**src/rtl/cellrv32_pwm_deadtime_pkg.sv**
```systemverilog
// rtl/cellrv32_pwm_deadtime_pkg.sv - address map, CTRL bit indices and channel state type
package cellrv32_pwm_deadtime_pkg;

    localparam logic [31:0] pwmdt_base_c      = 32'hFFFF_F5C0;
    localparam logic [31:0] pwmdt_size_c      = 32'd8;
    localparam logic [31:0] pwmdt_ctrl_addr_c = pwmdt_base_c;
    localparam logic [31:0] pwmdt_dt_addr_c   = pwmdt_base_c + 32'd4;

    localparam int pwmdt_ctrl_en_c       = 0;
    localparam int pwmdt_ctrl_pol_h_c    = 1;
    localparam int pwmdt_ctrl_pol_l_c    = 2;
    localparam int pwmdt_ctrl_fault_en_c = 3;
    localparam int pwmdt_ctrl_fault_c    = 4;

    localparam int pwmdt_max_ch_c  = 12;
    localparam int pwmdt_dt_bits_c = 8;

    typedef enum logic [2:0] {
        PWMDT_IDLE,
        PWMDT_LO,
        PWMDT_DT_LH,
        PWMDT_HI,
        PWMDT_DT_HL
    } pwmdt_state_t;

endpackage

```
**src/rtl/cellrv32_pwm_deadtime_ch.sv**
```systemverilog
// rtl/cellrv32_pwm_deadtime_ch.sv - one complementary gate-drive channel with dead-time insertion
module cellrv32_pwm_deadtime_ch
    import cellrv32_pwm_deadtime_pkg::*;
(
    input  logic                       i_clk,
    input  logic                       i_rstn,
    input  logic                       i_kill,
    input  logic                       i_pwm,
    input  logic [pwmdt_dt_bits_c-1:0] i_dt,
    input  logic                       i_pol_h,
    input  logic                       i_pol_l,
    output logic                       o_h,
    output logic                       o_l
);

    pwmdt_state_t               r_state;
    pwmdt_state_t               w_state_nxt;
    logic [pwmdt_dt_bits_c-1:0] r_cnt;
    logic [pwmdt_dt_bits_c-1:0] w_cnt_nxt;
    logic                       w_dt_zero;

    assign w_dt_zero = (i_dt == '0);

    always_ff @(posedge i_clk or negedge i_rstn) begin
        if (!i_rstn) begin
            r_state <= PWMDT_IDLE;
            r_cnt   <= '0;
            o_h     <= 1'b0;
            o_l     <= 1'b0;
        end else begin
            r_state <= w_state_nxt;
            r_cnt   <= w_cnt_nxt;
            // outputs follow the next state so they can never lag the FSM
            o_h     <= (w_state_nxt == PWMDT_HI) ^ i_pol_h;
            o_l     <= (w_state_nxt == PWMDT_LO) ^ i_pol_l;
        end
    end

    always_comb begin
        w_state_nxt = r_state;
        w_cnt_nxt   = r_cnt;
        if (i_kill) begin
            w_state_nxt = PWMDT_IDLE;
            w_cnt_nxt   = '0;
        end else begin
            unique case (r_state)
                PWMDT_IDLE: begin
                    w_state_nxt = w_dt_zero ? PWMDT_LO : PWMDT_DT_HL;
                    w_cnt_nxt   = i_dt;
                end
                PWMDT_LO: begin
                    if (i_pwm) begin
                        w_state_nxt = w_dt_zero ? PWMDT_HI : PWMDT_DT_LH;
                        w_cnt_nxt   = i_dt;
                    end
                end
                PWMDT_DT_LH: begin
                    if (!i_pwm) begin
                        w_state_nxt = PWMDT_LO;
                        w_cnt_nxt   = '0;
                    end else if (r_cnt <= 8'd1) begin
                        w_state_nxt = PWMDT_HI;
                        w_cnt_nxt   = '0;
                    end else begin
                        w_cnt_nxt   = r_cnt - 8'd1;
                    end
                end
                PWMDT_HI: begin
                    if (!i_pwm) begin
                        w_state_nxt = w_dt_zero ? PWMDT_LO : PWMDT_DT_HL;
                        w_cnt_nxt   = i_dt;
                    end
                end
                PWMDT_DT_HL: begin
                    if (i_pwm) begin
                        w_state_nxt = PWMDT_HI;
                        w_cnt_nxt   = '0;
                    end else if (r_cnt <= 8'd1) begin
                        w_state_nxt = PWMDT_LO;
                        w_cnt_nxt   = '0;
                    end else begin
                        w_cnt_nxt   = r_cnt - 8'd1;
                    end
                end
                default: begin
                    w_state_nxt = PWMDT_IDLE;
                    w_cnt_nxt   = '0;
                end
            endcase
        end
    end

endmodule

```
**src/rtl/cellrv32_pwm_deadtime.sv**
```systemverilog
// rtl/cellrv32_pwm_deadtime.sv - bus-mapped dead-time generator with fault shutdown for up to 12 channels
module cellrv32_pwm_deadtime
    import cellrv32_pwm_deadtime_pkg::*;
#(
    parameter int NUM_CHANNELS = 0
) (
    input  logic                      clk_i,
    input  logic                      rstn_i,
    input  logic [31:0]               addr_i,
    input  logic                      rden_i,
    input  logic                      wren_i,
    input  logic [31:0]               data_i,
    output logic [31:0]               data_o,
    output logic                      ack_o,
    input  logic [pwmdt_max_ch_c-1:0] pwm_i,
    input  logic                      fault_i,
    output logic [pwmdt_max_ch_c-1:0] pwm_h_o,
    output logic [pwmdt_max_ch_c-1:0] pwm_l_o
);

    if ((NUM_CHANNELS < 0) || (NUM_CHANNELS > pwmdt_max_ch_c)) begin : g_cfg_err
        $error("cellrv32_pwm_deadtime: NUM_CHANNELS must be in 0..12");
    end

    logic [1:0]                 r_sync;
    logic                       r_en;
    logic                       r_pol_h;
    logic                       r_pol_l;
    logic                       r_fault_en;
    logic                       r_flag;
    logic [pwmdt_dt_bits_c-1:0] r_dt;
    logic                       r_ack;
    logic [31:0]                r_rdata;

    logic                       w_acc;
    logic                       w_sel_ctrl;
    logic                       w_sel_dt;
    logic                       w_wr_ctrl;
    logic                       w_wr_dt;
    logic                       w_kill;
    logic [31:0]                w_rd_mux;
    logic [pwmdt_max_ch_c-1:0]  w_h;
    logic [pwmdt_max_ch_c-1:0]  w_l;
    logic                       w_unused;

    assign w_acc      = (rden_i | wren_i) & (addr_i >= pwmdt_base_c) &
                        (addr_i < (pwmdt_base_c + pwmdt_size_c));
    assign w_sel_ctrl = (addr_i[31:2] == pwmdt_ctrl_addr_c[31:2]);
    assign w_sel_dt   = (addr_i[31:2] == pwmdt_dt_addr_c[31:2]);
    assign w_wr_ctrl  = wren_i & w_acc & w_sel_ctrl;
    assign w_wr_dt    = wren_i & w_acc & w_sel_dt;
    assign w_kill     = ~r_en | (r_fault_en & r_flag);
    assign w_unused   = ^{addr_i[1:0], data_i[31:pwmdt_dt_bits_c], pwm_i};

    always_comb begin
        w_rd_mux = '0;
        if (w_sel_ctrl) begin
            w_rd_mux[pwmdt_ctrl_en_c]       = r_en;
            w_rd_mux[pwmdt_ctrl_pol_h_c]    = r_pol_h;
            w_rd_mux[pwmdt_ctrl_pol_l_c]    = r_pol_l;
            w_rd_mux[pwmdt_ctrl_fault_en_c] = r_fault_en;
            w_rd_mux[pwmdt_ctrl_fault_c]    = r_flag;
        end else if (w_sel_dt) begin
            w_rd_mux[pwmdt_dt_bits_c-1:0] = r_dt;
        end
    end

    always_ff @(posedge clk_i or negedge rstn_i) begin
        if (!rstn_i) begin
            r_sync     <= '0;
            r_en       <= 1'b0;
            r_pol_h    <= 1'b0;
            r_pol_l    <= 1'b0;
            r_fault_en <= 1'b0;
            r_flag     <= 1'b0;
            r_dt       <= '0;
            r_ack      <= 1'b0;
            r_rdata    <= '0;
        end else begin
            r_sync <= {r_sync[0], fault_i};
            if (w_wr_ctrl) begin
                r_en       <= data_i[pwmdt_ctrl_en_c];
                r_pol_h    <= data_i[pwmdt_ctrl_pol_h_c];
                r_pol_l    <= data_i[pwmdt_ctrl_pol_l_c];
                r_fault_en <= data_i[pwmdt_ctrl_fault_en_c];
            end
            if (w_wr_dt) begin
                r_dt <= data_i[pwmdt_dt_bits_c-1:0];
            end
            // a fault arriving in the same cycle as a clear must win
            if (r_sync[1]) begin
                r_flag <= 1'b1;
            end else if (w_wr_ctrl && data_i[pwmdt_ctrl_fault_c]) begin
                r_flag <= 1'b0;
            end
            r_ack   <= w_acc;
            r_rdata <= (rden_i & w_acc) ? w_rd_mux : '0;
        end
    end

    assign data_o = r_rdata;
    assign ack_o  = r_ack;

    for (genvar i = 0; i < pwmdt_max_ch_c; i++) begin : g_ch
        if (i < NUM_CHANNELS) begin : g_impl
            cellrv32_pwm_deadtime_ch u_ch (
                .i_clk   (clk_i),
                .i_rstn  (rstn_i),
                .i_kill  (w_kill),
                .i_pwm   (pwm_i[i]),
                .i_dt    (r_dt),
                .i_pol_h (r_pol_h),
                .i_pol_l (r_pol_l),
                .o_h     (w_h[i]),
                .o_l     (w_l[i])
            );
        end else begin : g_tie
            assign w_h[i] = 1'b0;
            assign w_l[i] = 1'b0;
        end
    end

    assign pwm_h_o = w_h;
    assign pwm_l_o = w_l;

endmodule

```
**config.mk**
```make
export PLATFORM = sky130hd
export DESIGN_NAME = cellrv32_pwm_deadtime
export DESIGN_NICKNAME = d
export VERILOG_FILES = /design/src/rtl/cellrv32_pwm_deadtime_pkg.sv /design/src/rtl/cellrv32_pwm_deadtime_ch.sv /design/src/rtl/cellrv32_pwm_deadtime.sv
export SDC_FILE = /design/constraint.sdc
export NUM_CORES = 1
export LEC_CHECK = 0
export CAP_MARGIN = 20
export CORE_MARGIN = 4
export CORE_UTILIZATION = 26
export CTS_CLUSTER_DIAMETER = 30
export DETAILED_ROUTE_END_ITERATION = 12
export PLACE_DENSITY = 0.77
export SLEW_MARGIN = 10
export SYNTH_ARGS = -nofsm -noshare
export SYNTH_HDL_FRONTEND = slang
export SYNTH_HIERARCHICAL = 1
export SYNTH_SLANG_ARGS = --single-unit
```
**constraint.sdc**
```tcl
create_clock -name clk_i -period 0.8 [get_ports clk_i]
set_input_delay 0.08 -clock clk_i [delete_from_list [all_inputs] [get_ports clk_i]]
set_output_delay 0.08 -clock clk_i [all_outputs]
set_load 0.02 [all_outputs]
```
==> results.json <==
{
  "seq_area_frac_synth_pct": 44.7,
  "vdd_ir_drop_max_uv": 778,
  "grt.busiest_layer": "met2",
  "vias": 910,
  "grt_antenna_before_repair": 0,
  "critPathLaunch": "addr_i[5]",
  "combPwrFrac_pct": 16.9,
  "use_met2_pct": 16.1,
  "r2r-start": "r_sync[1]$_DFF_PN0_",
  "yosysMostFrequentCell": "buf_4",
  "dr.pass1.iters": 2,
  "period_minus_slack_ns": 1.42,
  "worstHoldPathType": "input port to asynchronous set/reset pin",
  "viasPerCell": 3.68,
  "synth.top_cell.area_share_pct": 44.7,
  "path_class": "input port to flip-flop",
  "drv_cap": 0,
  "clkTransAtPathRegs_ns": 0.08,
  "period_share_pct": 178,
  "fin_util_pct": 40.3,
  "synthDistinctLibCells": 20,
  "ys.flop_type": "dfrtp_1",
  "internal_power_mw": 2.05,
  "worstSetupStartpointType": "input port",
  "clockPowerShare_pct": 37.8,
  "timing.rr.end": "r_flag$_DFFE_PN0P_",
  "failed_checks": "setup timing",
  "dp_hpwl_um": 2420,
  "grt_pass1_wl_um": 4260,
  "cts_made_buffers": 3,
  "boundaryPins": 138,
  "coreArea_mm2": 0.00485,
  "std_cell_rows": 25,
  "timing.fmax_ghz": 0.704,
  "slew_violations": 0,
  "wire_per_inst_um": 11.4,
  "finalSetupViolations": 31,
  "die_h_um": 79.9,
  "netlist_area_mm2": 0.00134,
  "cts_sinks": 24,
  "worstPathArrival_ns": 1.57,
  "die_area_mm2": 0.00638,
  "htreeDepth": 1,
  "ant_nets": 0,
  "synth_top_area_cell": "dfrtp_1",
  "portBuffers": 51,
  "total_power_mw": 2.69,
  "worstPathMaxFanout": 4,
  "cts_hold_buf": 0,
  "cts_tree": "done",
  "powerDensity_mw_per_mm2": 1380,
  "drive_above_1_share_pct": 27.2,
  "finClkSkew_ns": 0.00442,
  "synth_common_cells": "48 x buf_4, 24 x dfrtp_1, 12 x mux2_2",
  "p_switching_mw": 0.636,
  "grt_pass1_vias": 878,
  "areaGrowthSynthToFinish_pct": 45.4,
  "wirelength_um": 2820,
  "endpoint_kind": "flip-flop",
  "drc": 0,
  "outcome": "finished with violations",
  "grt_use_met3_pct": 3.50,
  "clk_path_buf_depth": 2,
  "crit_required_ns": 0.95,
  "synth_warnings": 6,
  "fin_nets": 262,
  "hold_viol": 0,
  "swShare_pct": 23.7,
  "gp_congestion": 0.742,
  "setup_ws_ns": -0.621,
  "rsz0062_at_grt": "true",
  "synth_edf_count": 0,
  "antennaDiodeCount": 0,
  "gr-usage-all-layers_pct": 8.54,
  "grt-ovfl-total": 0,
  "r2r_slack_ns": -0.11,
  "finalSetupTns_ns": -12.43,
  "clock_latency_ns": 0.26,
  "r2r_cells": 2,
  "syn_inst": 117,
  "drt_iter0_markers": 27,
  "start_util_pct": 27.7,
  "async_flop_share_pct": 100,
  "synth.avg_cell_area_um2": 11.5,
  "seqPwrFrac_pct": 45.3,
  "endpoint": "r_pol_h$_DFFE_PN0P_",
  "grt_max_degree": 25,
  "p_leak_nw": 1.01,
  "ys_top_cells_by_area": "dfrtp_1 45%, buf_4 27%, mux2_2 10%",
  "gr-usage-met1_pct": 9.29,
  "synth-seq-cells": 24,
  "cts_root_buf": "clkbuf_8",
  "die_w_um": 79.9
}
[worst max-delay path: stages]
cell and delay [ns]:
buf_6 0.09, or4b_4 0.54, nor4_4 0.17, buf_4 0.15, nand4b_1 0.10, buf_6 0.16
mux2_4 0.28
[cells by family (layout without fill, tap and decap cells)]
kind of cell | after synthesis | count (layout) | share of synthesized area (%)
buffers and inverters | 49 | 65 | 27.2
flip-flops | 24 | 24 | 44.7
AND/OR/NAND/NOR | 24 | 24 | 13.0
multiplexers | 17 | 17 | 13.8
AO/OA/AOI/OAI | 2 | 2 | 0.932
other | 1 | 48 | 0.279
[worst min-delay path by stage]
stage	startpoint	slack, ns	depth (start not counted)	end
6_report	rstn_i	0.16	2	r_dt[7]$_DFFE_PN0P_
5_1_grt	rstn_i	0.16	2	r_dt[6]$_DFFE_PN0P_
4_1_cts	rstn_i	0.16	2	r_dt[7]$_DFFE_PN0P_
3_5_place_dp	r_sync[0]$_DFF_PN0_	0.35	0	r_sync[1]$_DFF_PN0_
3_3_place_gp	r_sync[0]$_DFF_PN0_	0.35	0	r_sync[1]$_DFF_PN0_
2_1_floorplan	rstn_i	-0.22	0	ack_o$_DFF_PN0_
[layout by cell type (no fill, tap or decap), drive strengths merged]
cell,instances
buf,22
or4b,1
clkdlybuf4s15,1
and4,3
dlymetal6s2s,2
nand4b,3
nand4,4
nor4,2
nor2,6
clkbuf,4
and2,1
bufinv,1
conb,48
nor4bb,1
mux2,12
dlygate4sd2,21
a21oi,1
mux2i,5
nand3,2
nand2,1
o21a,1
dfrtp,24
clkdlybuf4s50,14
[registers in the layout (all words and copies together), names as in the netlist]
name	flops
r_flag	1
r_pol_l	1
data_o	8
r_sync	2
r_fault_en	1
r_pol_h	1
ack_o	1
r_dt	8
r_en	1
[final cells by class]
| class | count | area, um2 |
|---|---|---|
| Clock inverter | 1 | 30.0 |
| Clock buffer | 3 | 41.3 |
| Tap cell | 67 | 83.8 |
| Fill cell | 485 | 2900 |
| Multi-Input combinational cell | 91 | 608 |
| Timing Repair Buffer | 61 | 588 |
| Sequential cell | 24 | 601 |
[through the flow]
stage	cell area (um2)	std cells	worst slack, ns	hold slack, ns
final	1950	247	-0.621	0.163
after global routing	1950	247	-0.653	0.160
after CTS	1900	245	-0.673	0.158
after detailed placement	1830	240	-1.21	0.347
after global placement	1830	240	-1.19	0.349
after floorplan	1540	164	-0.727	-0.216
[timing repair]
item                       in CTS  in global routing
setup buffers                   1                  2
pin swaps                      20                  3
setup endpoints to repair      31                 31
gates resized for setup        93                 12
[power by group through the flow]
stage | Sequential [mW] | Clock [mW] | Combinational, mW
after floorplan | 1.24 | 0 | 0.409
after global placement | 1.24 | 0 | 0.483
after detailed placement | 1.24 | 0 | 0.489
after CTS | 1.22 | 1.05 | 0.448
after global routing | 1.22 | 1.11 | 0.489
final | 1.22 | 1.02 | 0.453
[per-layer routing]
metal / routed length (um) / up-vias
met5: 0 / -
met4: 0 / 0
met3: 252 / 0
met2: 1640 / 40
met1: 922 / 440
li1: - / 430
No activity file was read; power rests on OpenSTA's default activity.
